File: config.mk
export PLATFORM = sky130hd
export DESIGN_NAME = core_bus_arbiter
export DESIGN_NICKNAME = d
export VERILOG_FILES = /design/src/rtl/core_bus_arbiter.sv
export SDC_FILE = /design/constraint.sdc
export NUM_CORES = 1
export LEC_CHECK = 0
export BUFFER_PORTS_ARGS = -buffer_cell sky130_fd_sc_hd__buf_2
export CAP_MARGIN = 20
export CORE_MARGIN = 2
export CORE_UTILIZATION = 46
export DETAILED_ROUTE_END_ITERATION = 16
export PLACE_DENSITY = 0.79
export SLEW_MARGIN = 20
export SYNTH_ARGS = -nofsm -noshare
export SYNTH_HDL_FRONTEND = slang
export SYNTH_SLANG_ARGS = --single-unit
File: constraint.sdc
create_clock -name clk -period 4.6 [get_ports clk]
set_clock_uncertainty 0.05 [all_clocks]
set_input_delay 0.46 -clock clk [delete_from_list [all_inputs] [get_ports clk]]
set_output_delay 0.46 -clock clk [all_outputs]
set_load 0.01 [all_outputs]
File: src/rtl/core_bus_arbiter.sv
// core_bus_arbiter: round-robin Wishbone-classic arbiter that merges NUM_PORTS
// core-side master ports onto the single Controller bus. Each transaction goes
// IDLE -> BUSY -> RESP, and the RESP cycle keeps a just-served port's
// lingering strobe from being seen as a new request.
// Optional feature: define CORE_BUS_TIMEOUT_EN to end stalled transactions with
// a port_err_o pulse after TIMEOUT_CYCLES BUSY cycles.
module core_bus_arbiter #(
  parameter int NUM_PORTS      = 2,
  parameter int ADDR_WIDTH     = 32,
  parameter int DATA_WIDTH     = 32,
  parameter int TIMEOUT_CYCLES = 255
) (
  input  logic                            clk,
  input  logic                            rst,
  input  logic [NUM_PORTS-1:0]            port_cyc_i,
  input  logic [NUM_PORTS-1:0]            port_stb_i,
  input  logic [NUM_PORTS-1:0]            port_we_i,
  input  logic [NUM_PORTS*ADDR_WIDTH-1:0] port_addr_i,
  input  logic [NUM_PORTS*DATA_WIDTH-1:0] port_data_i,
  output logic [NUM_PORTS*DATA_WIDTH-1:0] port_data_o,
  output logic [NUM_PORTS-1:0]            port_ack_o,
  output logic [NUM_PORTS-1:0]            port_err_o,
  output logic                            wb_cyc_o,
  output logic                            wb_stb_o,
  output logic                            wb_we_o,
  output logic [ADDR_WIDTH-1:0]           wb_addr_o,
  output logic [DATA_WIDTH-1:0]           wb_data_o,
  input  logic [DATA_WIDTH-1:0]           wb_data_i,
  input  logic                            wb_ack_i
);

  localparam int GW = (NUM_PORTS > 1) ? $clog2(NUM_PORTS) : 1;

  typedef enum logic [1:0] {IDLE, BUSY, RESP} state_t;

  state_t                        state_q, state_d;
  logic [GW-1:0]                 grant_q, last_grant_q, winner;
  logic [NUM_PORTS-1:0]          req, grant_oh, winner_oh;
  logic                          any_req, granted_cyc;
  logic                          we_q, resp_err_q;
  logic [ADDR_WIDTH-1:0]         addr_q;
  logic [DATA_WIDTH-1:0]         wdata_q;
  logic [NUM_PORTS*DATA_WIDTH-1:0] rdata_q;
  logic                          timeout_hit;
  logic                          busy_ack, busy_abort, busy_timeout;

  assign req         = port_cyc_i & port_stb_i;
  assign any_req     = |req;
  assign grant_oh    = NUM_PORTS'(1) << grant_q;
  assign winner_oh   = NUM_PORTS'(1) << winner;
  assign granted_cyc = |(port_cyc_i & grant_oh);

  // Ack beats abort, abort beats timeout: a port that already left gets no error.
  assign busy_ack     = wb_ack_i;
  assign busy_abort   = !wb_ack_i && !granted_cyc;
  assign busy_timeout = !wb_ack_i && granted_cyc && timeout_hit;

  // Round-robin pick: first requester at or after last_grant+1, wrapping.
  always_comb begin
    // NOTE: every combinational output gets a default first so no path leaves it
    // unassigned, which would otherwise infer a latch.
    winner = last_grant_q;
    for (int i = NUM_PORTS; i >= 1; i--) begin
      if (req[(int'(last_grant_q) + i) % NUM_PORTS]) begin
        winner = GW'((int'(last_grant_q) + i) % NUM_PORTS);
      end
    end
  end

`ifdef CORE_BUS_TIMEOUT_EN
  localparam int TW = $clog2(TIMEOUT_CYCLES + 1);
  logic [TW-1:0] tmo_cnt_q;

  assign timeout_hit = (tmo_cnt_q == TW'(TIMEOUT_CYCLES - 1));

  // Timeout counter: cleared on BUSY entry, counts every BUSY cycle.
  always_ff @(posedge clk or posedge rst) begin
    if (rst) begin
      tmo_cnt_q <= '0;
    end else if (state_q == IDLE) begin
      tmo_cnt_q <= '0;
    end else if (state_q == BUSY) begin
      tmo_cnt_q <= tmo_cnt_q + TW'(1);
    end
  end
`else
  assign timeout_hit = 1'b0;
`endif

  // State register.
  always_ff @(posedge clk or posedge rst) begin
    // NOTE: sequential state uses non-blocking assignments so every register
    // samples the pre-edge values, independent of block ordering.
    if (rst) state_q <= IDLE;
    else     state_q <= state_d;
  end

  // Next-state logic.
  always_comb begin
    state_d = state_q;
    unique case (state_q)
      IDLE: if (any_req) state_d = BUSY;
      BUSY: begin
        if (busy_ack || busy_timeout) state_d = RESP;
        else if (busy_abort)          state_d = IDLE;
      end
      RESP: state_d = IDLE;
      default: state_d = IDLE;
    endcase
  end

  // Grant bookkeeping, registered bus fields and per-port read data.
  always_ff @(posedge clk or posedge rst) begin
    // NOTE: the read-data slices are ordinary output registers, not a memory,
    // so they are reset to give a defined all-zero output after reset.
    if (rst) begin
      grant_q      <= '0;
      last_grant_q <= GW'(NUM_PORTS - 1);
      we_q         <= 1'b0;
      addr_q       <= '0;
      wdata_q      <= '0;
      rdata_q      <= '0;
      resp_err_q   <= 1'b0;
    end else begin
      unique case (state_q)
        IDLE: if (any_req) begin
          grant_q      <= winner;
          last_grant_q <= winner;
          we_q         <= |(port_we_i & winner_oh);
          addr_q       <= port_addr_i[winner*ADDR_WIDTH +: ADDR_WIDTH];
          wdata_q      <= port_data_i[winner*DATA_WIDTH +: DATA_WIDTH];
        end
        BUSY: begin
          resp_err_q <= busy_timeout;
          if (busy_ack)          rdata_q[grant_q*DATA_WIDTH +: DATA_WIDTH] <= wb_data_i;
          else if (busy_timeout) rdata_q[grant_q*DATA_WIDTH +: DATA_WIDTH] <= '0;
        end
        default: ;
      endcase
    end
  end

  // Bus and response outputs decoded from the current state.
  always_comb begin
    wb_cyc_o   = (state_q == BUSY);
    wb_stb_o   = (state_q == BUSY);
    wb_we_o    = (state_q == BUSY) && we_q;
    port_ack_o = '0;
    port_err_o = '0;
    if (state_q == RESP) begin
      if (!resp_err_q) port_ack_o = grant_oh;
`ifdef CORE_BUS_TIMEOUT_EN
      else             port_err_o = grant_oh;
`endif
    end
  end

  assign wb_addr_o   = addr_q;
  assign wb_data_o   = wdata_q;
  assign port_data_o = rdata_q;

endmodule

Word-level counts from Yosys, hierarchy flattened

Cells that the tools add are included.

Reduce and logical (&&, ||, !) cells: 11
$lt $le $gt $ge: 2
Div/mod/pow operators: 0
Equal/unequal tests: 4
Muxes and demuxes: 14
Bitwise logic cells: 5
$add $sub $neg: 3
Shift-type cells: 6
$mul: 0

Operators by type and width:

| operator                                                                     | number |
|---|---|
| 64-bit by 7-bit variable part select with 32-bit output                      | 2 |
| 64-bit bitwise mux                                                           | 1 |
| 32-bit by 34-bit variable shift with 64-bit output, first input constant     | 1 |
| 32-bit by 34-bit variable part select with 64-bit output                     | 1 |
| 6-bit negation with 34-bit output                                            | 1 |
| 1-bit two-way mux                                                            | 8 |
| 2-bit two-way mux                                                            | 4 |
| 2-bit AND                                                                    | 3 |
| 2-bit by 3-bit less-than comparator with 1-bit output, second input constant | 2 |
| 2-bit AND reduction                                                          | 3 |
| 2-bit OR reduction                                                           | 3 |
| 2-bit one-hot mux with 2 select lines                                        | 1 |
| 1-bit by 1-bit << shifter with 2-bit output, first input constant            | 2 |
| 3-bit by 1-bit != test with 1-bit output, second input constant              | 1 |
| 1-bit adder, second input constant                                           | 2 |
| 1-bit AND, first input constant                                              | 2 |
| 2-bit by 1-bit == test with 1-bit output, second input constant              | 1 |
| 2-bit == test, second input constant                                         | 1 |
| 1-bit logical AND                                                            | 2 |
| 1-bit zero test                                                              | 2 |
| 2-bit zero test                                                              | 1 |
| 2-bit != test, second input constant                                         | 1 |

Bits in writable memories: 0
Bits in latches: 0
Memories: 0
Input bits: 169
Register bits after elaboration: 133
Memory bits (read-only): 0
Logic and storage cells: 52

Depth between registers and ports, before layout

Depth in word-level cells: 10
Depth in mapped cells: 6
Mapped depth without buffers: 3

Worst setup path before layout

OpenSTA, ideal clock, no wires.

Kind: register -> register
From: reg state_q[1]
To: reg rdata_q[0] (netlist: port_data_o[0])
Path slack: 3.005 ns
Period minus slack after synthesis: 1.595 ns
Cell stages (with the launch flop): 5
Setup time: 0.125 ns
Data arrival time: 1.420 ns
Path through: dfrtp_1 > nor2b_4 > nor3b_4 > buf_6 > mux2_2

Word-level cells in the longest chain between the ends: 2

RTL lines:

| item                                     | line | source |
|---|---|---|
| from (decl)                              | 36   | `state_t state_q, state_d;` |
| from (signal assigned)                   | 95   | `else state_q <= state_d;` |
| 2-bit by 1-bit == test with 1-bit output | --   |  |
| via wb_cyc_o                             | 23   | `output logic wb_cyc_o,` |
| 2-bit AND reduction (no source line)     | --   |  |
| to (signal, indexed assignment)          | 135  | `if (busy_ack) rdata_q[grant_q*DATA_WIDTH +: DATA_WIDTH] <= wb_data_i;` |
| to (decl)                                | 43   | `logic [NUM_PORTS*DATA_WIDTH-1:0] rdata_q;` |

The timed path passes the listed nets, and every way through them passes these cells.
A chain may end at the register's enable or synchronous reset.

Worst setup path in the final report

From: reg last_grant_q
To: reg wdata_q[28] (netlist: wb_data_o[28])

Word-level cells in the longest chain between the ends: 7
Elaborated cells between the ends (all ways): 11

RTL lines:

| item                                                      | line   | source |
|---|---|---|
| from (decl)                                               | 37     | `logic [GW-1:0] grant_q, last_grant_q, winner;` |
| from (signal assigned)                                    | 118    | `last_grant_q <= GW'(NUM_PORTS - 1);` |
| from (signal assigned)                                    | 128    | `last_grant_q <= winner;` |
| 1-bit adder                                               | 64, 65 |  |
| 1-bit two-way mux (implied by the code) (3 in series)     | 64     | `if (req[(int'(last_grant_q) + i) % NUM_PORTS]) begin` |
| 1-bit two-way mux                                         | 64     |  |
| 1-bit two-way mux *                                       | 64     |  |
| 64-bit by 7-bit variable part select with 32-bit output * | 131    | `wdata_q <= port_data_i[winner*DATA_WIDTH +: DATA_WIDTH];` |
| to (signal assigned)                                      | 131    |  |
| to (decl)                                                 | 42     | `logic [DATA_WIDTH-1:0] wdata_q;` |

Mark *: on every way between the ends. The rest lies on a longest branch, timed or not. The select of a mux whose other input is x is not followed.

==> metrics.md <==
| Metric | Value |
|---|---|
| Post-synth top area cell | dfrtp_1 |
| Final worst slack | 2500 ps |
| Switching power | 2.03 mW |
| Hold WS | 178 ps |
| R2r setup slk | 2500 ps |
| CP Launch Type | register |
| Hpwl dp | 11500 microns |
| Fin. Hold Viols | 0 |
| Mapped Cells | 540 |
| Synthesis Warnings | 0 |
| Switching Share | 36.2% |
| Vias | 5468 |
| Post-synthesis xor/xnor area fraction | 0% |
| Critical Path AT | 2370 ps |
| Die width | 117 microns |
| Initial Util | 46.9% |
| Crit path kind | reg -> reg |
| Clock buffer depth | 2 |
| Yosys cell types | 26 |
| Layout Nets | 980 |
| Critical path endpoint category | register |
| Post-CTS sizing | 0 |
| Seq cells post-synth | 133 |
| Clock share of power | 25.0% |
| Initial antenna violation count | 0 |
| Layout cell share with drive strength beyond 1 | 48.8% |
| # H-tree levels | 4 |
| Dpl cell area | 0.00743 sq mm |
| Req. time, crit path | 4870 ps |
| Clk_lat worst skew | 400 ps |
| Cts hold-fix bufs | 0 |
| Post-synth EDFFs | 0 |
| Final min period | 2100 ps |
| Seq/Total Area, Yosys | 56.4% |
| Post-Place Worst Slack | 2400 ps |
| Ys flop type | dfrtp_1 |
| Clock root cell | clkbuf_16 |
| FFs w/ async S/R, synth | 100% |
| Post-synthesis adder-cell area fraction | 0% |
| Area of the die | 0.0137 sq mm |
| Layout area overhead | 36.5% |
| Total I/O pin count | 304 |
| GRT Total Usage | 24.4% |
| Hold Crit Class | in -> async |
| Setup TNS | 0 ps |
| Top post-synthesis cells by area | dfrtp_1, mux2_2, a31oi_1 |
| Cell Pwr Density | 697 mW/mm^2 |
| Remaining DRCs | 0 |
| Largest family of logic cells by synthesized area | compound AO/OA/AOI/OAI gates |
| Peak supply drop | 0.305 mV |
| Clk slew on worst S/H paths | 60 ps |
| Top post-synthesis cells by count | dfrtp_1, a21oi_1, nand3_1 |
| Logic pwr share | 38.3% |
| Detail Route Antenna Nets | 0 |
| Rows | 41 |
| Die H | 117 microns |
| Mapped Avg Cell Area | 10.9 sq um |
| GPL Wtd Cong | 0.832 |
| Setup crit start | last_grant_q |
| CTS tree | yes |
| Fillers | 1030 |
| Iter 0 DRT Violations | 383 |
| Mapped cell area | 0.00590 sq mm |
| Tcrit/Tclk final | 45.7% |
| Cell with the most instances after synthesis | dfrtp_1 |
| CTS Sinks | 133 |
| Status | completed |
| First-pass GRT wire length | 25900 microns |
| DR WL/cell | 17.0 microns |
| Core box area | 0.0126 sq mm |
| Compound-gate portion of the synthesized area | 18.9% |
| # Max-Cap Violations | 0 |
| Multiplexer area fraction after synthesis | 12.4% |
| Max-slew headroom | 30.7% |
| Seq pwr share | 36.7% |
| Setup Buffers After CTS | 0 |
| Finished Cell Area | 0.00806 sq mm |
| Post-Route WL | 17000 microns |
| Buffers added on ports | 301 |
| Final setup violation count | 0 |
| RSZ-0062 raised after global routing | false |
| Int Power | 3.58 mW |
| Peak Freq | 476 MHz |
| Vias/cell | 5.48 |
| Router iterations before antenna repair | 5 |
| Final Max Tran Viols | 0 |
| Synth Area in Simple Gates | 7.15% |
| Area share of the largest cell type after synthesis | 56.0% |
| Fin util | 64.1% |
| Worst flop-to-flop path startpoint | last_grant_q |
| Gr ovfl total | 0 |
| Measured slew at the worst slew-check pin | 1040 ps |
| Clock buffer count from CTS | 17 |
| Vias in the first global route | 5242 |
| Pleak | 3.81 nW |
| Largest net degree at the start of global routing | 96 |
| Crit Path Max Fanout | 46 |
state kept, by name, indices dropped and copies added (netlist names):
signal	flops
we_q	1
state_q	2
port_data_o	64
grant_q	1
wb_addr_o	32
last_grant_q	1
wb_data_o	32
per-stage QoR:
stage          std cells  power [mW]
6_report             997        5.61
5_1_grt              996        6.01
2_1_floorplan        541        3.32
4_1_cts              996        5.66
3_3_place_gp         964        4.17
3_5_place_dp         964        4.23
layer usage:
metal / routed length (microns) / track usage [%] / vias up / part of all wire, %
met5: 0 / 0 / - / 0
met4: 427 / 10.2 / 0 / 2.5
met3: 1590 / 7.72 / 35 / 9.4
met2: 8320 / 39.7 / 271 / 49
met1: 6640 / 30.1 / 2614 / 39
li1: - / - / 2548 / -
path summary, 6_finish.rpt:
kind / end / cells past startpoint
setup / recovery: wb_data_o[28] / 4
hold / removal: port_data_o[25] / 2
setup reg to reg: wb_data_o[28] / 4
hold reg to reg: port_data_o[16] / 1
max in group asynchronous: last_grant_q / 3
min in group clk: port_data_o[17] / 2
power groups by stage:
stage	Combinational (mW)	Clock [mW]	Sequential, mW
floorplan	0.994	0	2.32
global placement	2.13	0	2.03
CTS	2.17	1.43	2.06
global route	2.38	1.49	2.13
detailed placement	2.16	0	2.07
finish	2.15	1.40	2.06
area by class of cell:
cell class	instances	area [sq um]	share of cell area (%)
flip-flops and latches	133	3330	41.3
diodes	1	2.50	0.0311
well taps	172	215	2.67
multi-input cells	347	2300	28.5
inverters	2	12.5	0.155
repair buffers	310	1570	19.5
clock buffers	19	453	5.62
clock inverters	13	173	2.14
cells by family after synthesis:
| kind of cell | after synthesis |
|---|---|
| muxes | 65 |
| buffers and inverters | 61 |
| and+or+nand+nor | 77 |
| other | 1 |
| DFF | 133 |
| AOI/OAI and AO/OA | 203 |
cells in the final DEF, fill, tap and decap left out, drive strengths merged, types with 4 or more instances in the layout:
cell / count
clkbuf: 19
buf: 310
o21ai: 65
a31oi: 65
nand3: 66
mux2: 65
clkinv: 4
dfrtp: 132
inv: 5
a21oi: 69
critical path, cell delays in order (launching register included):
cell and delay, ps:
dfstp_2 550, a21boi_4 480, buf_4 480, o21ai_0 200
a31oi_1 240
No activity file was read; power rests on OpenSTA's default activity.
